**src/rtl/dht11_pkg.sv**
```systemverilog
// Shared constants, state types and the binary-to-BCD helper for the DHT11 UART logger.
package dht11_pkg;
  localparam int LINE_LEN = 17;

  localparam logic [7:0] ASC_H   = 8'h48;
  localparam logic [7:0] ASC_T   = 8'h54;
  localparam logic [7:0] ASC_EQ  = 8'h3D;
  localparam logic [7:0] ASC_DOT = 8'h2E;
  localparam logic [7:0] ASC_SP  = 8'h20;
  localparam logic [7:0] ASC_CR  = 8'h0D;
  localparam logic [7:0] ASC_LF  = 8'h0A;
  localparam logic [7:0] ASC_0   = 8'h30;

  typedef enum logic [1:0] {ST_IDLE, ST_SEND, ST_DRAIN} top_state_t;
  typedef enum logic {TX_IDLE, TX_RUN} tx_state_t;

  // Double-dabble: returns {hundreds, tens, ones}.
  function automatic logic [11:0] byte_to_bcd3(input logic [7:0] b);
    logic [19:0] s;
    s = {12'd0, b};
    for (int i = 0; i < 8; i++) begin
      if (s[11:8]  >= 4'd5) s[11:8]  = s[11:8]  + 4'd3;
      if (s[15:12] >= 4'd5) s[15:12] = s[15:12] + 4'd3;
      if (s[19:16] >= 4'd5) s[19:16] = s[19:16] + 4'd3;
      s = s << 1;
    end
    return s[19:8];
  endfunction
endpackage

```
**src/rtl/dht11_uart_report_tx.sv**
```systemverilog
// 8N1 UART transmitter, LSB first; ready also asserts in the last stop-bit cycle
// so characters can be chained with no idle gap.
module uart_tx_8n1
  import dht11_pkg::*;
#(
  parameter int DIV = 434
) (
  input  logic       clk50M,
  input  logic       rst,
  input  logic [7:0] data,
  input  logic       start,
  output logic       ready,
  output logic       tx
);
  localparam int CW = (DIV > 1) ? $clog2(DIV) : 1;

  tx_state_t   r_state;
  logic [CW-1:0] r_div;
  logic [3:0]  r_bit;
  logic [8:0]  r_shift;
  logic        r_tx;
  logic        w_bit_end;

  assign w_bit_end = (r_div == CW'(DIV - 1));
  assign ready     = (r_state == TX_IDLE) || (w_bit_end && (r_bit == 4'd9));
  assign tx        = r_tx;

  always_ff @(posedge clk50M) begin
    if (rst) begin
      r_state <= TX_IDLE;
      r_div   <= '0;
      r_bit   <= '0;
      r_shift <= '1;
      r_tx    <= 1'b1;
    end else if (start && ready) begin
      r_state <= TX_RUN;
      r_div   <= '0;
      r_bit   <= '0;
      r_shift <= {1'b1, data};
      r_tx    <= 1'b0;
    end else if (r_state == TX_RUN) begin
      if (w_bit_end) begin
        r_div <= '0;
        if (r_bit == 4'd9) begin
          r_state <= TX_IDLE;
          r_tx    <= 1'b1;
        end else begin
          // Shift register holds data then the stop bit, so bit 8 drives the stop level.
          r_bit   <= r_bit + 4'd1;
          r_tx    <= r_shift[0];
          r_shift <= {1'b1, r_shift[8:1]};
        end
      end else begin
        r_div <= r_div + CW'(1);
      end
    end
  end
endmodule

```
**src/rtl/dht11_uart_report.sv**
```systemverilog
// Captures each new DHT11 reading and prints it as "H=hhh.d T=ttt.d\r\n" on a UART.
module dht11_uart_report
  import dht11_pkg::*;
#(
  parameter int CLK_HZ = 50_000_000,
  parameter int BAUD   = 115_200
) (
  input  logic        clk50M,
  input  logic        rst,
  input  logic [31:0] dht11_data,
  input  logic        dht11_data_valid,
  output logic        uart_tx,
  output logic        busy,
  output logic [7:0]  drop_cnt
);
  localparam int DIV = CLK_HZ / BAUD;

  logic        r_s1, r_s2, r_s3;
  top_state_t  r_state;
  logic [4:0]  r_idx;
  logic        r_start;
  logic        r_busy;
  logic [7:0]  r_drop;
  logic [11:0] r_hum_bcd, r_tmp_bcd;
  logic [3:0]  r_hum_dec, r_tmp_dec;
  logic        w_rise, w_ready, w_can_take;
  logic [7:0]  w_char;

  function automatic logic [3:0] dec_digit(input logic [7:0] b);
    return (b > 8'd9) ? 4'd9 : b[3:0];
  endfunction

  always_ff @(posedge clk50M) begin
    if (rst) {r_s1, r_s2, r_s3} <= 3'b000;
    else     {r_s1, r_s2, r_s3} <= {dht11_data_valid, r_s1, r_s2};
  end

  assign w_rise = r_s2 & ~r_s3;
  // A rise coinciding with the final stop-bit edge starts the next line directly.
  assign w_can_take = (r_state == ST_IDLE) || ((r_state == ST_DRAIN) && w_ready);

  always_comb begin
    w_char = ASC_SP;
    case (r_idx)
      5'd0:  w_char = ASC_H;
      5'd1:  w_char = ASC_EQ;
      5'd2:  w_char = ASC_0 + {4'd0, r_hum_bcd[11:8]};
      5'd3:  w_char = ASC_0 + {4'd0, r_hum_bcd[7:4]};
      5'd4:  w_char = ASC_0 + {4'd0, r_hum_bcd[3:0]};
      5'd5:  w_char = ASC_DOT;
      5'd6:  w_char = ASC_0 + {4'd0, r_hum_dec};
      5'd7:  w_char = ASC_SP;
      5'd8:  w_char = ASC_T;
      5'd9:  w_char = ASC_EQ;
      5'd10: w_char = ASC_0 + {4'd0, r_tmp_bcd[11:8]};
      5'd11: w_char = ASC_0 + {4'd0, r_tmp_bcd[7:4]};
      5'd12: w_char = ASC_0 + {4'd0, r_tmp_bcd[3:0]};
      5'd13: w_char = ASC_DOT;
      5'd14: w_char = ASC_0 + {4'd0, r_tmp_dec};
      5'd15: w_char = ASC_CR;
      5'd16: w_char = ASC_LF;
      default: w_char = ASC_SP;
    endcase
  end

  always_ff @(posedge clk50M) begin
    if (rst) begin
      r_state   <= ST_IDLE;
      r_idx     <= '0;
      r_start   <= 1'b0;
      r_busy    <= 1'b0;
      r_drop    <= '0;
      r_hum_bcd <= '0;
      r_tmp_bcd <= '0;
      r_hum_dec <= '0;
      r_tmp_dec <= '0;
    end else begin
      if (w_rise && !w_can_take && (r_drop != 8'hFF)) r_drop <= r_drop + 8'd1;
      if (w_rise && w_can_take) begin
        r_hum_bcd <= byte_to_bcd3(dht11_data[31:24]);
        r_hum_dec <= dec_digit(dht11_data[23:16]);
        r_tmp_bcd <= byte_to_bcd3(dht11_data[15:8]);
        r_tmp_dec <= dec_digit(dht11_data[7:0]);
        r_idx     <= '0;
        r_start   <= 1'b0;
        r_busy    <= 1'b1;
        r_state   <= ST_SEND;
      end else begin
        case (r_state)
          ST_SEND: begin
            r_start <= 1'b1;
            if (r_start && w_ready) begin
              if (r_idx == 5'(LINE_LEN - 1)) begin
                r_start <= 1'b0;
                r_state <= ST_DRAIN;
              end else begin
                r_idx <= r_idx + 5'd1;
              end
            end
          end
          ST_DRAIN: begin
            if (w_ready) begin
              r_busy  <= 1'b0;
              r_state <= ST_IDLE;
            end
          end
          default: ;
        endcase
      end
    end
  end

  uart_tx_8n1 #(.DIV(DIV)) u_tx (
    .clk50M (clk50M),
    .rst    (rst),
    .data   (w_char),
    .start  (r_start),
    .ready  (w_ready),
    .tx     (uart_tx)
  );

  assign busy     = r_busy;
  assign drop_cnt = r_drop;
endmodule
```
**config.mk**
```make
export PLATFORM = sky130hd
export DESIGN_NAME = dht11_uart_report
export DESIGN_NICKNAME = d
export VERILOG_FILES = /design/src/rtl/dht11_pkg.sv /design/src/rtl/dht11_uart_report_tx.sv /design/src/rtl/dht11_uart_report.sv
export SDC_FILE = /design/constraint.sdc
export NUM_CORES = 1
export LEC_CHECK = 0
export ABC_AREA = 1
export CELL_PAD_IN_SITES_DETAIL_PLACEMENT = 0
export CELL_PAD_IN_SITES_GLOBAL_PLACEMENT = 2
export CORE_ASPECT_RATIO = 1.4
export CORE_MARGIN = 5
export CORE_UTILIZATION = 29
export DETAILED_ROUTE_END_ITERATION = 7
export PLACE_DENSITY_LB_ADDON = 0.1
export SLEW_MARGIN = 10
export SYNTH_ARGS = -nofsm -noshare
export SYNTH_HDL_FRONTEND = slang
export SYNTH_SLANG_ARGS = --single-unit
```
**constraint.sdc**
```tcl
create_clock -name clk50M -period 3.8 [get_ports clk50M]
set_clock_uncertainty 0.05 [all_clocks]
set_input_delay 0.76 -clock clk50M [delete_from_list [all_inputs] [get_ports clk50M]]
set_output_delay 0.76 -clock clk50M [all_outputs]
set_load 0.01 [all_outputs]
```
* Yosys cells after proc, flatten, opt, wreduce, memory -nomap -nowiden *
Cells that the tools add are included.

word-level totals
  bits in registers = 75
  input port bits = 35
  output and inout bits = 10
  logic and storage cells = 293

cells by class
  add/sub/neg operators = 49
  order comparisons = 39
  equal/unequal tests = 27
  muxes and demuxes = 127
  bitwise logic cells = 5
  reductions and logical operators = 28

operators with widths
  kind                                                                                 number
  4-bit two-way mux                                                                    72
  4-bit by 3-bit greater-or-equal comparator with 1-bit output, second input constant  35
  7-bit one-hot mux with 14 select lines                                               1
  4-bit by 2-bit adder with 4-bit output, second input constant                        24
  3-bit two-way mux                                                                    31
  6-bit by 4-bit adder with 7-bit output, first input constant                         8
  5-bit by 4-bit == test with 1-bit output, second input constant                      8
  3-bit by 2-bit adder with 3-bit output, second input constant                        11
  8-bit two-way mux                                                                    4
  8-bit by 4-bit > comparator with 1-bit output, second input constant                 2
  5-bit by 3-bit == test with 1-bit output, second input constant                      3
  1-bit two-way mux                                                                    14
  5-bit by 2-bit == test with 1-bit output, second input constant                      2
  2-bit nonzero test                                                                   5
  9-bit by 1-bit adder with 9-bit output, second input constant                        1
  9-bit == test, second input constant                                                 1
  9-bit two-way mux                                                                    1
  3-bit AND reduction                                                                  3
  8-bit by 1-bit adder with 8-bit output, second input constant                        1
  8-bit inequality test, second input constant                                         1
  4-bit AND reduction                                                                  2
  2-bit OR reduction                                                                   4
  1-bit by 2-bit adder with 3-bit output, second input constant                        2
  1-bit by 3-bit greater-or-equal comparator with 1-bit output, second input constant  2
  other kinds (22)                                                                     37

* Longest topological paths before layout *
Gate-level depths: netlist of the first run.

  word-level depth = 30
  gate-level depth with buffers = 34
  depth with buffers taken out = 34

* Hierarchy *
A second synthesis of the first run with hierarchy kept.

second synthesis, totals
  cells, all modules = 712
  area, all modules = 4,724.5 sq um

modules (own cells, without submodules)
  module             instances  cells each  area an instance (sq um)
  dht11_uart_report  1          548         3,527.1
  uart_tx_8n1        1          164         1,197.4

* Worst setup path after synthesis of the first run *
Ideal clock, no wire load.

  kind = input to register
  from = input port dht11_data[29]
  to = register r_hum_bcd[6]
  setup time = 0.113 ns
  arrival = 3.982 ns
  required time = 3.637 ns
  slack = -0.345 ns
  cell stages on the path = 33
  path through = inv_1 -> ha_1 -> inv_1 -> ha_1 -> inv_1 -> nand2_1 -> nand2_1 -> nand2_1 -> ha_1 -> inv_1 -> or2_1 -> nand3_2 -> nand2_2 -> xor2_2 -> ha_1 -> inv_1 -> nor2_1 -> inv_1 -> nand3_2 -> nor2_1 -> nand2_1 -> nand3_1 -> ha_1 -> a21oi_1 -> inv_1 -> nand2_1 -> nand2_1 -> nand2_2 -> nand2_2 -> nand2_2 -> nand3_1 -> nand3_1 -> nand2_1

between the ends
  cells in the longest elaborated chain, start to end = 18

RTL lines
  what                                                                                                                    line                              source
  start, declared                                                                                                         dht11_uart_report.sv:10           input logic [31:0] dht11_data,
  4-bit by 2-bit adder with 4-bit output or 4-bit by 3-bit greater-or-equal comparator with 1-bit output (tied branches)  dht11_pkg.sv:22                   if (s[11:8] >= 4'd5) s[11:8] = s[11:8] + 4'd3;
  4-bit two-way mux *                                                                                                     dht11_pkg.sv:22
  4-bit two-way mux *                                                                                                     dht11_uart_report.sv:79           if (w_rise && w_can_take) begin
  4-bit two-way mux *                                                                                                     dht11_uart_report.sv:67           if (rst) begin
  4-bit by 2-bit adder with 4-bit output, or another cell as far along                                                    dht11_pkg.sv:22
  4-bit two-way mux, on equally long branches                                                                             dht11_pkg.sv:22, dht11_pkg.sv:23
  4-bit two-way mux                                                                                                       dht11_uart_report.sv:79
  4-bit two-way mux                                                                                                       dht11_uart_report.sv:67
  [2 not listed]                                                                                                          n/a
  4-bit two-way mux                                                                                                       dht11_uart_report.sv:79
  4-bit two-way mux                                                                                                       dht11_uart_report.sv:67
  4-bit by 2-bit adder with 4-bit output, or another cell as far along                                                    dht11_pkg.sv:22
  4-bit two-way mux, on equally long branches                                                                             dht11_pkg.sv:22, dht11_pkg.sv:23
  4-bit two-way mux                                                                                                       dht11_uart_report.sv:79
  4-bit two-way mux                                                                                                       dht11_uart_report.sv:67
  4-bit by 2-bit adder with 4-bit output or 4-bit by 3-bit greater-or-equal comparator with 1-bit output (tied branches)  dht11_pkg.sv:23                   if (s[15:12] >= 4'd5) s[15:12] = s[15:12] + 4'd3;
  4-bit two-way mux *                                                                                                     dht11_pkg.sv:23
  end signal, assigned                                                                                                    dht11_uart_report.sv:80           r_hum_bcd <= byte_to_bcd3(dht11_data[31:24]);
  end, declared                                                                                                           dht11_uart_report.sv:24           logic [11:0] r_hum_bcd, r_tmp_bcd;

Mark *: on every way between the ends. The rest lies on a longest branch, timed or not. The select of a mux whose other input is x is not followed.
A chain may end at the register's enable or synchronous reset.

* Final worst setup path of the first run *
  from = input port dht11_data[30]
  to = register r_hum_bcd[5]

between the ends
  cells in the longest elaborated chain, start to end = 22

RTL lines
  what                                                                                                                    line
  4-bit by 2-bit adder with 4-bit output or 4-bit by 3-bit greater-or-equal comparator with 1-bit output (tied branches)  dht11_pkg.sv:22
  4-bit two-way mux *                                                                                                     dht11_pkg.sv:22
  4-bit two-way mux *                                                                                                     dht11_uart_report.sv:79
  4-bit two-way mux *                                                                                                     dht11_uart_report.sv:67
  4-bit by 2-bit adder with 4-bit output, or another cell as far along                                                    dht11_pkg.sv:22
  4-bit two-way mux, on equally long branches                                                                             dht11_pkg.sv:22, dht11_pkg.sv:23
  4-bit two-way mux                                                                                                       dht11_uart_report.sv:79
  4-bit two-way mux                                                                                                       dht11_uart_report.sv:67
  [6 not listed]                                                                                                          n/a
  4-bit two-way mux                                                                                                       dht11_uart_report.sv:79
  4-bit two-way mux                                                                                                       dht11_uart_report.sv:67
  4-bit by 2-bit adder with 4-bit output, or another cell as far along                                                    dht11_pkg.sv:22
  4-bit two-way mux, on equally long branches                                                                             dht11_pkg.sv:22, dht11_pkg.sv:23
  4-bit two-way mux                                                                                                       dht11_uart_report.sv:79
  4-bit two-way mux                                                                                                       dht11_uart_report.sv:67
  4-bit by 2-bit adder with 4-bit output or 4-bit by 3-bit greater-or-equal comparator with 1-bit output (tied branches)  dht11_pkg.sv:23
  4-bit two-way mux *                                                                                                     dht11_pkg.sv:23

Marks and branches as above.

==> impl_metrics.py, run 1 <==
metrics = {
    "worst_setup_path": {
        "required_ns": 3.97,
        "max_stage_delay_ns": 0.26,
        "crit_slowest_cell": "or2_4",
        "setup.worst_path.class": "input pin to flip-flop",
        "cp_max_fo": 5,
        "cp.arrival_ns": 3.89,
        "cp_common_cell": "nand2_2",
        "critPathLaunch": "dht11_data[30]",
        "r2r-start": "u_tx.r_div[4]",
        "cp-end-kind": "flip-flop",
        "startpoint_type": "input pin",
    },
    "sta": {
        "rsz0062_at_grt": "true",
        "slew_viol_final": 0,
        "hold_viol": 0,
        "worst_slew_pin_slew_ns": 0.517,
        "fin_tns_setup_ns": 0,
        "max_slew_margin_pct": 64.6,
        "min_period_ns": 3.71,
        "finalSetupViolations": 0,
        "max_freq_ghz": 0.269,
        "min_period_over_period_pct": 97.7,
    },
    "synthesis": {
        "syn_inst": 707,
        "ys_ff_latch": 71,
        "synth-edff-count": 0,
        "synth_area_per_cell_sq_um": 6.69,
        "synthArstFlopShare_pct": 0,
        "ys_warn_count": 0,
        "ys.flop_type": "dfxtp_1",
        "netlist-cell-type-count": 47,
        "ys_seq_area_share_pct": 30.0,
        "synth_nets": 769,
        "synthesis.area_sq_um": 4730,
    },
    "cts": {
        "cts.htree.levels": 3,
        "tritoncts": "yes",
        "path_clk_slew_ns": 0.06,
        "numCtsBuffers": 9,
        "cts.sinks": 71,
        "root_buffer": "clkbuf_16",
        "postCtsHoldBufs": 0,
        "clock_path_buffers": 2,
        "insertion_delay_ns": 0.33,
    },
    "die": {
        "core_area_sq_um": 16100,
        "io_pins": 45,
        "die_area_sq_um": 19000,
        "die_y_microns": 161,
        "row_count": 55,
        "die_x_microns": 118,
        "start_util_pct": 29.4,
    },
    "cells_and_area": {
        "drive_above_1_share_pct": 29.4,
        "final_nets": 896,
        "fin_cells": 1037,
        "final_common_cell": "nand2_1",
        "diodes": 0,
        "fin_util_pct": 42.3,
        "layout_common_cells": "nand2_1, inv_1, buf_4",
        "syn_to_final_growth_pct": 44.0,
    },
    "placement": {
        "port_buffers": 44,
        "place.gp.congestion": 0.818,
        "dpl.cell_count": 1012,
        "hpwl_microns": 10300,
    },
    "grt": {
        "grt_max_degree": 16,
        "grt_pass1_wl_microns": 21400,
        "overflow": 0,
        "grt_antenna_before_repair": 0,
        "grt_pass1_vias": 4723,
        "track_usage_pct": 13.4,
    },
    "power": {
        "power_density_nw_per_um2": 405,
        "p_leak_nw": 3.07,
        "sw_frac_of_total_pct": 30.3,
        "p_int_mw": 1.92,
        "combinationalPowerShare_pct": 34.8,
        "p_seq_share_pct": 28.5,
        "switching_power_uw": 838,
        "peakVddDrop_uv": 221,
        "pwr-share-clk_pct": 36.7,
        "p_total_mw": 2.76,
    },
    "drt": {
        "vias_per_cell": 4.64,
        "drt.antenna.violating_nets": 0,
        "firstDrtPassIters": 4,
        "wl_per_cell_microns": 12.4,
        "routed_wl_microns": 12900,
        "route.detailed.drc": 0,
        "dr_total_vias": 4807,
        "drt-initial-drc-count": 138,
    },
    "min_path": {
        "hold_path_class": "flip-flop to flip-flop",
        "hold_start": "r_s1",
    },
    "run_status": {
        "status": "finished, final reports clean",
    },
    "flow_run": {
        "cap_viol_max_count": 0,
    },
}
## kinds of logic (layout without fill, tap and decap cells)
logic type | Yosys count | after routing | synth area share, %
compound gates | 111 | 111 | 14.3
xor+xnor | 8 | 8 | 1.80
fa+ha+maj | 27 | 27 | 7.14
buf+inv | 130 | 261 | 10.5
flops | 71 | 71 | 30.0
simple gates | 360 | 360 | 36.2
## power by group through the flow
stage	Combinational [mW]	Clock, mW	Sequential, mW
floorplan	0.528	0	0.799
global placement	0.836	0	0.804
detailed placement	0.851	0	0.804
CTS	0.861	1.04	0.788
global route	1.08	1.08	0.790
finish	0.960	1.01	0.788
## flip-flops by register name (all words and copies together) (netlist names)
name / count
r_state: 2
u_tx.r_bit: 4
u_tx.r_state: 1
r_start: 1
r_hum_bcd: 10
r_tmp_dec: 4
busy: 1
r_tmp_bcd: 10
r_hum_dec: 4
u_tx.r_shift: 8
r_idx: 5
r_s2: 1
r_s3: 1
u_tx.r_div: 9
u_tx.tx: 1
drop_cnt: 8
r_s1: 1
## worst max-delay path: cells and delay by family
family | cells | cell delay, ns
AND/OR/NAND/NOR | 19 | 1.56
adder cells (fa/ha/maj) | 5 | 0.84
buffers and inverters | 7 | 0.36
AO/OA/AOI/OAI | 1 | 0.21
XOR/XNOR | 1 | 0.16
## stage by stage
stage	setup slack (ns)	area, sq um	hold WS, ns
final	0.0858	6820	0.357
after global routing	-0.162	6820	0.387
after CTS	-0.0122	6500	0.366
after detailed placement	-0.888	6090	0.356
after global placement	-0.806	6090	0.349
after floorplan	-0.110	4910	0.338
## path summary, 6_finish.rpt
check	end	slack, ns	cells past startpoint
worst max register to register	r_hum_bcd[3]	1.14	13
worst min register to register	r_s2	0.36	2
worst min-delay path	r_s2	0.36	2
worst max-delay path	r_hum_bcd[5]	0.09	33
## final cells by class
cell class                      instances  area (sq um)
Clock buffer                            9           225
Clock inverter                          6           134
Fill cell                            1723          9290
Inverter                              121           484
Multi-Input combinational cell        506          3250
Sequential cell                        71          1420
Tap cell                              199           249
Timing Repair Buffer                  125          1050
## metal layers
layer,up-vias,wire length (microns),part of all wire [%],global-route usage [%]
li1,2542,-,-,-
met1,2205,4940,38,14.1
met2,47,7390,57,26.4
met3,13,333,2.6,2.35
met4,0,207,1.6,4.28
met5,-,0,0,0
## synth_stat cells (4+ instances only)
master / count / share of area [%]
nand2_1: 150 / 12
inv_1: 107 / 8.5
dfxtp_1: 71 / 30
nor2_1: 67 / 5.3
nand3_1: 56 / 5.9
nand2_2: 35 / 4.6
ha_1: 27 / 7.1
a21oi_1: 26 / 2.7
o21ai_0: 26 / 2.7
inv_2: 14 / 1.1
o21ai_1: 14 / 1.5
nand3_2: 11 / 2.3
nand4_1: 11 / 1.5
o21a_1: 7 / 1.1
o22ai_1: 7 / 0.93
nor3_1: 6 / 0.63
clkbuf_1: 5 / 0.40
o21bai_1: 5 / 0.79
xor2_1: 5 / 0.93
nor3b_1: 4 / 0.63
o211ai_1: 4 / 0.63
or2_2: 4 / 0.53
## repair_timing
item | CTS | global route
resized for setup | 25 | 71
setup buffers | 3 | 7
setup endpoints to repair | 18 | 17
pin swaps | 13 | 38
Note: power is estimated with default switching activity, not from simulation.
==> inputs of run 2 (changes only) <==
GPL_ROUTABILITY_DRIVEN = 0   (was default)
==> results of run 2 <==
Same layout as run 1: the final DEF is identical, and so are final timing and power.
